--- src/rtl/booth_pkg.sv ---
// Shared types for the Booth multiplier arbiter: FSM states, default operand width, product width helper.
package booth_pkg;

   localparam int W_DEF = 4;

   typedef enum logic [1:0] {
      IDLE,
      WAIT,
      DONE
   } state_t;

   function automatic int prod_w(input int w);
      return 2 * w;
   endfunction

endpackage

--- src/rtl/booth_mul_arbiter_if.sv ---
// Client and multiplier bundle for booth_mul_arbiter; slave is the arbiter, master is the environment.
interface booth_mul_arbiter_if #(
   parameter int NREQ = 4,
   parameter int W    = booth_pkg::W_DEF
) ();
   logic [NREQ-1:0]                 req;
   logic [NREQ*W-1:0]               a_in;
   logic [NREQ*W-1:0]               b_in;
   logic [NREQ-1:0]                 gnt;
   logic [NREQ-1:0]                 done;
   logic [booth_pkg::prod_w(W)-1:0] result;
   logic                            err;
   logic                            busy;
   logic                            mul_start;
   logic [W-1:0]                    mul_a;
   logic [W-1:0]                    mul_b;
   logic                            mul_valid;
   logic [booth_pkg::prod_w(W)-1:0] mul_c;

   modport slave (
      input  req, a_in, b_in, mul_valid, mul_c,
      output gnt, done, result, err, busy, mul_start, mul_a, mul_b
   );

   modport master (
      output req, a_in, b_in, mul_valid, mul_c,
      input  gnt, done, result, err, busy, mul_start, mul_a, mul_b
   );
endinterface

--- src/rtl/rr_pick.sv ---
// Combinational round-robin picker: first set request at or above ptr, wrapping; zero latency.
module rr_pick #(
   parameter int NREQ = 4
) (
   input  logic [NREQ-1:0]         req,
   input  logic [$clog2(NREQ)-1:0] ptr,
   output logic [NREQ-1:0]         gnt_oh,
   output logic [$clog2(NREQ)-1:0] owner,
   output logic                    any_req
);
   localparam int IW = $clog2(NREQ);

   function automatic logic [IW-1:0] wrap_idx(input int v);
      return (v >= NREQ) ? IW'(v - NREQ) : IW'(v);
   endfunction

   // Scanning downward lets the closest request to ptr overwrite farther ones.
   always_comb begin
      owner   = '0;
      any_req = 1'b0;
      for (int i = NREQ - 1; i >= 0; i--) begin
         if (req[wrap_idx(int'(ptr) + i)]) begin
            owner   = wrap_idx(int'(ptr) + i);
            any_req = 1'b1;
         end
      end
      gnt_oh = any_req ? (NREQ'(1) << owner) : '0;
   end
endmodule

--- src/rtl/booth_mul_arbiter.sv ---
// Shares one iterative Booth multiplier among NREQ clients, round-robin; grant 1 cycle after request,
// done 1 cycle after mul_valid or after TIMEOUT wait cycles; clients hold req until done.
module booth_mul_arbiter
   import booth_pkg::*;
#(
   parameter int NREQ    = 4,
   parameter int W       = W_DEF,
   parameter int TIMEOUT = 16
) (
   input logic                clk,
   input logic                reset,
   booth_mul_arbiter_if.slave bus
);
   localparam int IW = $clog2(NREQ);
   localparam int CW = $clog2(TIMEOUT);
   localparam int PW = prod_w(W);

   state_t          state_q, state_n;
   logic [IW-1:0]   ptr_q, ptr_n;
   logic [IW-1:0]   owner_q, owner_n;
   logic [CW-1:0]   cnt_q, cnt_n;
   logic [NREQ-1:0] gnt_q, gnt_n;
   logic [NREQ-1:0] done_q, done_n;
   logic            err_q, err_n;
   logic            start_q, start_n;
   logic [W-1:0]    a_q, a_n;
   logic [W-1:0]    b_q, b_n;
   logic [PW-1:0]   res_q, res_n;

   logic [NREQ-1:0] pick_oh;
   logic [IW-1:0]   pick_owner;
   logic            pick_any;

   rr_pick #(.NREQ(NREQ)) u_pick (
      .req     (bus.req),
      .ptr     (ptr_q),
      .gnt_oh  (pick_oh),
      .owner   (pick_owner),
      .any_req (pick_any)
   );

   always_comb begin
      state_n = state_q;
      ptr_n   = ptr_q;
      owner_n = owner_q;
      cnt_n   = cnt_q;
      gnt_n   = '0;
      done_n  = '0;
      err_n   = 1'b0;
      start_n = 1'b0;
      a_n     = a_q;
      b_n     = b_q;
      res_n   = res_q;
      case (state_q)
         IDLE: begin
            if (pick_any) begin
               gnt_n   = pick_oh;
               start_n = 1'b1;
               owner_n = pick_owner;
               a_n     = bus.a_in[int'(pick_owner) * W +: W];
               b_n     = bus.b_in[int'(pick_owner) * W +: W];
               cnt_n   = '0;
               state_n = WAIT;
            end
         end
         WAIT: begin
            cnt_n = cnt_q + 1'b1;
            // A product arriving on the final wait cycle still beats the timeout.
            if (bus.mul_valid) begin
               res_n   = bus.mul_c;
               done_n  = NREQ'(1) << owner_q;
               state_n = DONE;
            end else if (cnt_q == CW'(TIMEOUT - 1)) begin
               res_n   = '0;
               done_n  = NREQ'(1) << owner_q;
               err_n   = 1'b1;
               state_n = DONE;
            end
         end
         DONE: begin
            ptr_n   = (owner_q == IW'(NREQ - 1)) ? '0 : owner_q + 1'b1;
            state_n = IDLE;
         end
         default: state_n = IDLE;
      endcase
   end

   always_ff @(posedge clk or negedge reset) begin
      if (!reset) begin
         state_q <= IDLE;
         ptr_q   <= '0;
         owner_q <= '0;
         cnt_q   <= '0;
         gnt_q   <= '0;
         done_q  <= '0;
         err_q   <= 1'b0;
         start_q <= 1'b0;
         a_q     <= '0;
         b_q     <= '0;
         res_q   <= '0;
      end else begin
         state_q <= state_n;
         ptr_q   <= ptr_n;
         owner_q <= owner_n;
         cnt_q   <= cnt_n;
         gnt_q   <= gnt_n;
         done_q  <= done_n;
         err_q   <= err_n;
         start_q <= start_n;
         a_q     <= a_n;
         b_q     <= b_n;
         res_q   <= res_n;
      end
   end

   assign bus.gnt       = gnt_q;
   assign bus.done      = done_q;
   assign bus.err       = err_q;
   assign bus.mul_start = start_q;
   assign bus.mul_a     = a_q;
   assign bus.mul_b     = b_q;
   assign bus.result    = res_q;
   assign bus.busy      = (state_q != IDLE);
endmodule

--- src/flat_wrapper.sv ---
// flat-port wrapper written by rule: the top's interface ports become plain ports
module booth_mul_arbiter_flat import booth_pkg::*;
#(
   parameter int NREQ    = 4,
   parameter int W       = W_DEF,
   parameter int TIMEOUT = 16
)
  (clk, reset, bus_req, bus_a_in, bus_b_in, bus_mul_valid, bus_mul_c, bus_gnt, bus_done, bus_result, bus_err, bus_busy, bus_mul_start, bus_mul_a, bus_mul_b);
  booth_mul_arbiter_if #(.NREQ(NREQ), .W(W)) bus_i ();
  input logic clk;
  input logic reset;
  input wire logic [$bits(bus_i.req)-1:0] bus_req;
  input wire logic [$bits(bus_i.a_in)-1:0] bus_a_in;
  input wire logic [$bits(bus_i.b_in)-1:0] bus_b_in;
  input wire logic [$bits(bus_i.mul_valid)-1:0] bus_mul_valid;
  input wire logic [$bits(bus_i.mul_c)-1:0] bus_mul_c;
  output wire logic [$bits(bus_i.gnt)-1:0] bus_gnt;
  output wire logic [$bits(bus_i.done)-1:0] bus_done;
  output wire logic [$bits(bus_i.result)-1:0] bus_result;
  output wire logic [$bits(bus_i.err)-1:0] bus_err;
  output wire logic [$bits(bus_i.busy)-1:0] bus_busy;
  output wire logic [$bits(bus_i.mul_start)-1:0] bus_mul_start;
  output wire logic [$bits(bus_i.mul_a)-1:0] bus_mul_a;
  output wire logic [$bits(bus_i.mul_b)-1:0] bus_mul_b;
  assign bus_i.req = bus_req;
  assign bus_i.a_in = bus_a_in;
  assign bus_i.b_in = bus_b_in;
  assign bus_i.mul_valid = bus_mul_valid;
  assign bus_i.mul_c = bus_mul_c;
  assign bus_gnt = bus_i.gnt;
  assign bus_done = bus_i.done;
  assign bus_result = bus_i.result;
  assign bus_err = bus_i.err;
  assign bus_busy = bus_i.busy;
  assign bus_mul_start = bus_i.mul_start;
  assign bus_mul_a = bus_i.mul_a;
  assign bus_mul_b = bus_i.mul_b;
  booth_mul_arbiter #(.NREQ(NREQ), .W(W), .TIMEOUT(TIMEOUT)) u_core (.clk(clk), .reset(reset), .bus(bus_i));
endmodule
--- config.mk ---
export PLATFORM = sky130hd
export DESIGN_NAME = booth_mul_arbiter_flat
export DESIGN_NICKNAME = d
export VERILOG_FILES = /design/src/rtl/booth_pkg.sv /design/src/rtl/booth_mul_arbiter_if.sv /design/src/rtl/rr_pick.sv /design/src/rtl/booth_mul_arbiter.sv /design/src/flat_wrapper.sv
export SDC_FILE = /design/constraint.sdc
export NUM_CORES = 1
export LEC_CHECK = 0
export ABC_AREA = 1
export CAP_MARGIN = 20
export CELL_PAD_IN_SITES_DETAIL_PLACEMENT = 1
export CELL_PAD_IN_SITES_GLOBAL_PLACEMENT = 1
export CORE_UTILIZATION = 34
export DETAILED_ROUTE_END_ITERATION = 7
export HOLD_SLACK_MARGIN = 0.1
export PLACE_DENSITY = 0.82
export SYNTH_ARGS = -nofsm -noshare
export SYNTH_HDL_FRONTEND = slang
export SYNTH_SLANG_ARGS = --single-unit
--- constraint.sdc ---
create_clock -name clk -period 2.45 [get_ports clk]
set_input_delay 0.49 -clock clk [delete_from_list [all_inputs] [get_ports clk]]
set_output_delay 0.49 -clock clk [all_outputs]
set_load 0.01 [all_outputs]
== After elaboration in Yosys (flattened, before gate mapping) ==
Index checks and enable logic that the tools add are counted.
Cells by class
  add/sub/neg operators: 9
  $lt $le $gt $ge: 8
  equal/unequal tests: 6
  shifts and indexed selects: 4
  multiplexer cells: 39
  reduce and logical (&&, ||, !) cells: 8
Operator list (number)
  variable part select 16 x 5 -> 4 bit: 2
  2-to-1 mux 2 bit: 12
  2-to-1 mux 4 bit: 6
  2-to-1 mux 8 bit: 2
  2-to-1 mux 1 bit: 13
  < comparator 2 x 3 -> 1 bit, second input constant: 4
  greater-or-equal comparator 3 bit, second input constant: 3
  binary-select mux 1 bit (select 2 bit): 4
  case mux 4 bit (2 select lines): 1
  AND reduction 2 bit: 4
  left shift 1 x 2 -> 4 bit, first input constant: 2
  subtractor 2 x 1 -> 2 bit, second input constant: 4
  adder 2 x 2 -> 3 bit, second input constant: 2
  nonzero test 2 bit: 3
  adder 4 x 1 -> 4 bit, second input constant: 1
  equality test 2 bit, second input constant: 2
  equality test 4 bit, second input constant: 1
  case mux 2 bit (2 select lines): 1
  adder 2 x 1 -> 3 bit, second input constant: 1
  greater-or-equal comparator 2 x 3 -> 1 bit, second input constant: 1
  != test 3 x 2 -> 1 bit, second input constant: 1
  adder 2 x 1 -> 2 bit, second input constant: 1
  equality test 2 x 1 -> 1 bit, second input constant: 1
  logical NOT 2 bit: 1
  != test 2 x 1 -> 1 bit, second input constant: 1
Storage, ports and cells
  register bits after elaboration: 36
  bits of input ports: 47
  output and inout bits: 27
  logic and storage cells: 85

== Logic depth before layout (Yosys ltp) ==
  word-level depth: 12
  depth in mapped cells: 15
  depth with buffers taken out: 14

== Modules after synthesis ==
Synthesis repeated with hierarchy kept, for this count alone.
Second synthesis, totals
  cells, all modules: 290
  area, all modules: 2134.5 um2
By module, submodules not included
  booth_mul_arbiter: times used 1, cells an instance 229, area an instance 1841.8 um2, sequential area each 900.9 um2
  rr_pick: times used 1, cells an instance 61, area an instance 292.8 um2, sequential area each 0.0 um2

== Least setup slack after synthesis ==
No wires, ideal clock.
  kind: register to register
  start point: register u_core.ptr_q[0]
  end point: register u_core.a_q[3] (netlist: u_core.bus.mul_a[3])
  setup time: 0.116 ns
  arrival time: 1.547 ns
  data required time: 2.334 ns
  setup slack: 0.787 ns
  stages on the path, launching flop included: 13
  buffers on the path: 2
  clock period less this slack: 1.663 ns
  cell sequence: dfrtp_1 buf_6 o21ai_2 nor2_1 nor2_2 nand3_4 nand2_8 buf_12 nand2_2 nand3_2 nand2_1 nand2_1 nand2_1
Between the ends
  word-level cells in the longest chain between the ends: 10
  elaborated cells between the ends (all ways): 33
  classes of those cells: add/sub (7); order compare (4); shift (1); mux (20); reduce/logical (1)
RTL lines
  start, declared: line booth_mul_arbiter.sv:19  | logic [IW-1:0] ptr_q, ptr_n;
  start signal, assigned: line booth_mul_arbiter.sv:103  | ptr_q <= ptr_n;
  adder 2 x 2 -> 3 bit: line rr_pick.sv:22, rr_pick.sv:23
  greater-or-equal comparator 3 bit or subtractor 2 x 1 -> 2 bit (tied branches): line rr_pick.sv:14  | return (v >= NREQ) ? IW'(v - NREQ) : IW'(v);
  2-to-1 mux 2 bit: line rr_pick.sv:14
  binary-select mux 1 bit (select 2 bit): line rr_pick.sv:22  | if (req[wrap_idx(int'(ptr) + i)]) begin
  2-to-1 mux 1 bit (not written as such): line rr_pick.sv:22
  2-to-1 mux 2 bit or 2-to-1 mux 1 bit (tied branches) (4 in a row): line rr_pick.sv:22
  variable part select 16 x 5 -> 4 bit or AND reduction 2 bit (tied branches)
  end signal, assigned: line booth_mul_arbiter.sv:110  | a_q <= a_n;
  end, declared: line booth_mul_arbiter.sv:26  | logic [W-1:0] a_q, a_n;
Parallel ways exist; a longest one is shown, timed or not. The select of a mux whose other input is x is not followed.
A chain may end at the register's enable or synchronous reset.

== Worst setup path in the final report ==
  start point: input bus_req[2]
  end point: register u_core.b_q[3] (netlist: u_core.bus.mul_b[3])
Between the ends
  word-level cells in the longest chain between the ends: 7
  elaborated cells between the ends (all ways): 18
  classes of those cells: shift (1); mux (16); reduce/logical (1)
RTL lines
  start, declared: line flat_wrapper.sv:12  | input wire logic [$bits(bus_i.req)-1:0] bus_req;
  binary-select mux 1 bit (select 2 bit): line rr_pick.sv:22
  2-to-1 mux 1 bit (not written as such): line rr_pick.sv:22
  2-to-1 mux 2 bit or 2-to-1 mux 1 bit (tied branches) (4 in a row): line rr_pick.sv:22
  variable part select 16 x 5 -> 4 bit or AND reduction 2 bit (tied branches)
  end signal, assigned: line booth_mul_arbiter.sv:111  | b_q <= b_n;
  end, declared: line booth_mul_arbiter.sv:27  | logic [W-1:0] b_q, b_n;
Parallel ways exist; a longest one is shown, timed or not. The select of a mux whose other input is x is not followed.

==> metrics.csv <==
metric,value,unit
outcome,completed,
Cell Rows,28,
slowest CP cell,clkdlybuf4s50_1,
reg2reg path depth,12,
Worst Setup SP,bus_req[2],
Critical Path RT,2620,ps
RSZ-0062 raised after global routing,false,
drt pass-1 iters,4,
clock slew at reported path FFs,70,ps
Worst Setup EP,u_core.bus.mul_b[3]$_DFFE_PN0P_,
switching power,1.85,mW
DP HPWL,4510,um
vias per cell,4.70,
Crit. path cell count,12,
Die ar.,6650,sq um
register area,901,sq um
Post-synth EDFFs,0,
"Seq/Total Area, Yosys",0.419,
LEAKAGE,1.58,nW
ratio of cells with drive above 1 in the final layout,0.118,
CP Launch Type,input pin,
Synth top area share,0.419,
part of the power in the clock network,0.110,
synthesized area,2150,sq um
max cap viols,0,
Period minus WS final,2180,ps
CP cell instances,clkdlybuf4s50_1 -> inv_1 -> o21ai_0 -> nand2_1 -> nand2_1 -> inv_2 -> nand3_1 -> nand2_1 -> nand3_1 -> nand2_1 -> nand2_1 -> nand2_1,
number of nets in the layout,416,
Die W,81.6,um
clock skew,5.99,ps
worst skew pair latency,280,ps
slowest cell delay on critical path,500,ps
Sw Ratio,0.477,
Inst Count DP,432,
final WL,5820,um
power per standard cell area,1290,nW/um^2
Finished Layout Cells,440,
CP max FO,11,
Remaining DRCs,0,
Post-CTS Setup Bufs,0,
syn nets,341,
Wirelength per Cell,13.2,um
antenna fix cells,0,
Max transition margin,0.466,
Synth area leader,dfrtp_1,
CTS tree,done,
area growth from synthesis to layout,40.1,%
CTS root buf,clkbuf_8,
count of final setup violators,0,
Cells after Synth,289,
CP endpoint kind,register,
"Top FF cell, synth",dfrtp_1,
cts hold-fix bufs,0,
area of the multi-input gates,967,sq um
Final Hold Fails,0,
"most used cell, CP",nand2_1,
fraction of registers with async set/reset,1.00,
Avg Inst Size Synth,7.45,sq um
H-tree depth,2,
smallest hold slack,288,ps
R2R Path Start,u_core.ptr_q[0]$_DFFE_PN0N_,
largest net degree at the start of global routing,37,
Post-synth top cells,"nand2_1 (85), inv_1 (52), nand3_1 (42)",
core area,6030,sq um
Global Route Usage Sum,0.186,
Seq cells post-synth,36,
post-route ant nets,0,
Crit Path Category,in2reg,
DR vias,2067,
Peak Freq,458,MHz
R2R setup slack,340,ps
Worst-Margin Slew,800,ps
Die H,81.6,um
Hold Path Class,in2async,
Pint,2.03,mW
final worst-path cycle share,0.891,
io pins,74,
Port Buffers,73,
post_cts resized,0,
worst reg2reg endpoint,u_core.bus.mul_b[3]$_DFFE_PN0P_,
vias in the first global route,2049,
initial antenna violation count,0,
top-count cell post-synth,nand2_1,
initial core utilization,0.357,
"top cells by area, synth","dfrtp_1 (42%), nand2_1 (15%), nand3_1 (9.8%)",
Cell variety after synth,27,
combinational share of power,0.626,
crit path buf inv count,3,
Crit path max-delay family,simple AND/OR/NAND/NOR gates,
Worst EP arrival,2350,ps
global placer's final weighted congestion,0.796,
Max Slew Vio Count,0,
global-route wire length before repair,9380,um
Congestion Overflow GR,0,
TritonCTS sink count,36,
deepest clock path buffer count,2,
Total Neg Setup Slack,0,ps
CTS buffer count,5,
DRT iter0 DRCs,71,
Filler cells,762,
"Warnings, synthesis",0,
sequential share of power,0.264,
VDD IR max,0.000541,V
## power groups by stage
stage,Sequential [mW],Combinational (mW),Clock [mW]
after floorplan,1.06,1.66,0
final,1.02,2.43,0.427
after detailed placement,1.04,2.45,0
after global routing,1.06,2.73,0.469
after global placement,1.03,2.38,0
after CTS,1.03,2.46,0.445
## through the flow
stage / power [mW] / instance area, sq um / utilization / setup slack, ps
after floorplan: 2.72 / 2150 / - / 787
after global placement: 3.41 / 2920 / 0.485 / 62.8
after detailed placement: 3.49 / 2920 / 0.485 / 0.735
after CTS: 3.94 / 3010 / 0.500 / 273
after global routing: 4.25 / 3010 / 0.500 / 97.6
final: 3.88 / 3010 / 0.500 / 266
## registers in the layout, indices dropped and copies added (netlist names)
name / count
u_core.bus.result: 8
u_core.bus.done: 4
u_core.bus.gnt: 4
u_core.bus.mul_a: 4
u_core.bus.mul_b: 4
u_core.cnt_q: 4
u_core.owner_q: 2
u_core.ptr_q: 2
u_core.state_q: 2
u_core.bus.err: 1
u_core.bus.mul_start: 1
## logic make-up after synthesis
group / Yosys count / share of synthesized area
xor+xnor: 1 / 0.00407
buf+inv: 63 / 0.132
simple gates: 173 / 0.385
flops: 36 / 0.419
fa+ha+maj: 5 / 0.0291
compound gates: 11 / 0.0308
## routing by layer
metal / share of wire / wire length, um / GRT usage
met4: 0.0091 / 53 / 0.0482
met3: 0.048 / 277 / 0.0400
met5: 0 / 0 / 0
met1: 0.46 / 2660 / 0.240
met2: 0.49 / 2830 / 0.313
## worst min-delay path by stage
stage | to | slack [ps] | cells past startpoint
6_report | u_core.cnt_q[0]$_DFFE_PN0P_ | 290 | 1
5_1_grt | u_core.bus.result[7]$_DFFE_PN0P_ | 360 | 1
4_1_cts | u_core.cnt_q[0]$_DFFE_PN0P_ | 320 | 1
3_5_place_dp | u_core.bus.result[2]$_DFFE_PN0P_ | 460 | 2
3_3_place_gp | u_core.bus.result[2]$_DFFE_PN0P_ | 460 | 2
2_1_floorplan | u_core.bus.done[0]$_DFF_PN0_ | 190 | 0
## layout make-up
type,count,share of cell area
Tap cell,75,0.0311
Timing Repair Buffer,78,0.253
Multi-Input combinational cell,190,0.321
Sequential cell,36,0.299
Inverter,53,0.0660
Clock buffer,8,0.0299
## cells in the final DEF (no fill, tap or decap), types with 2 or more instances in the layout
| cell | netlist | routed |
|---|---|---|
| a21oi_1 | 2 | 2 |
| buf_4 | 1 | 5 |
| clkbuf_1 | 3 | 2 |
| clkbuf_8 | 1 | 6 |
| clkdlybuf4s50_1 | 0 | 72 |
| dfrtp_1 | 36 | 36 |
| ha_1 | 5 | 5 |
| inv_1 | 52 | 52 |
| nand2_1 | 85 | 85 |
| nand2_2 | 17 | 17 |
| nand3_1 | 42 | 42 |
| nand3_2 | 7 | 7 |
| nor2_1 | 17 | 17 |
| o21ai_0 | 4 | 4 |
| o21ai_2 | 2 | 2 |
No activity file was read; power rests on OpenSTA's default activity.
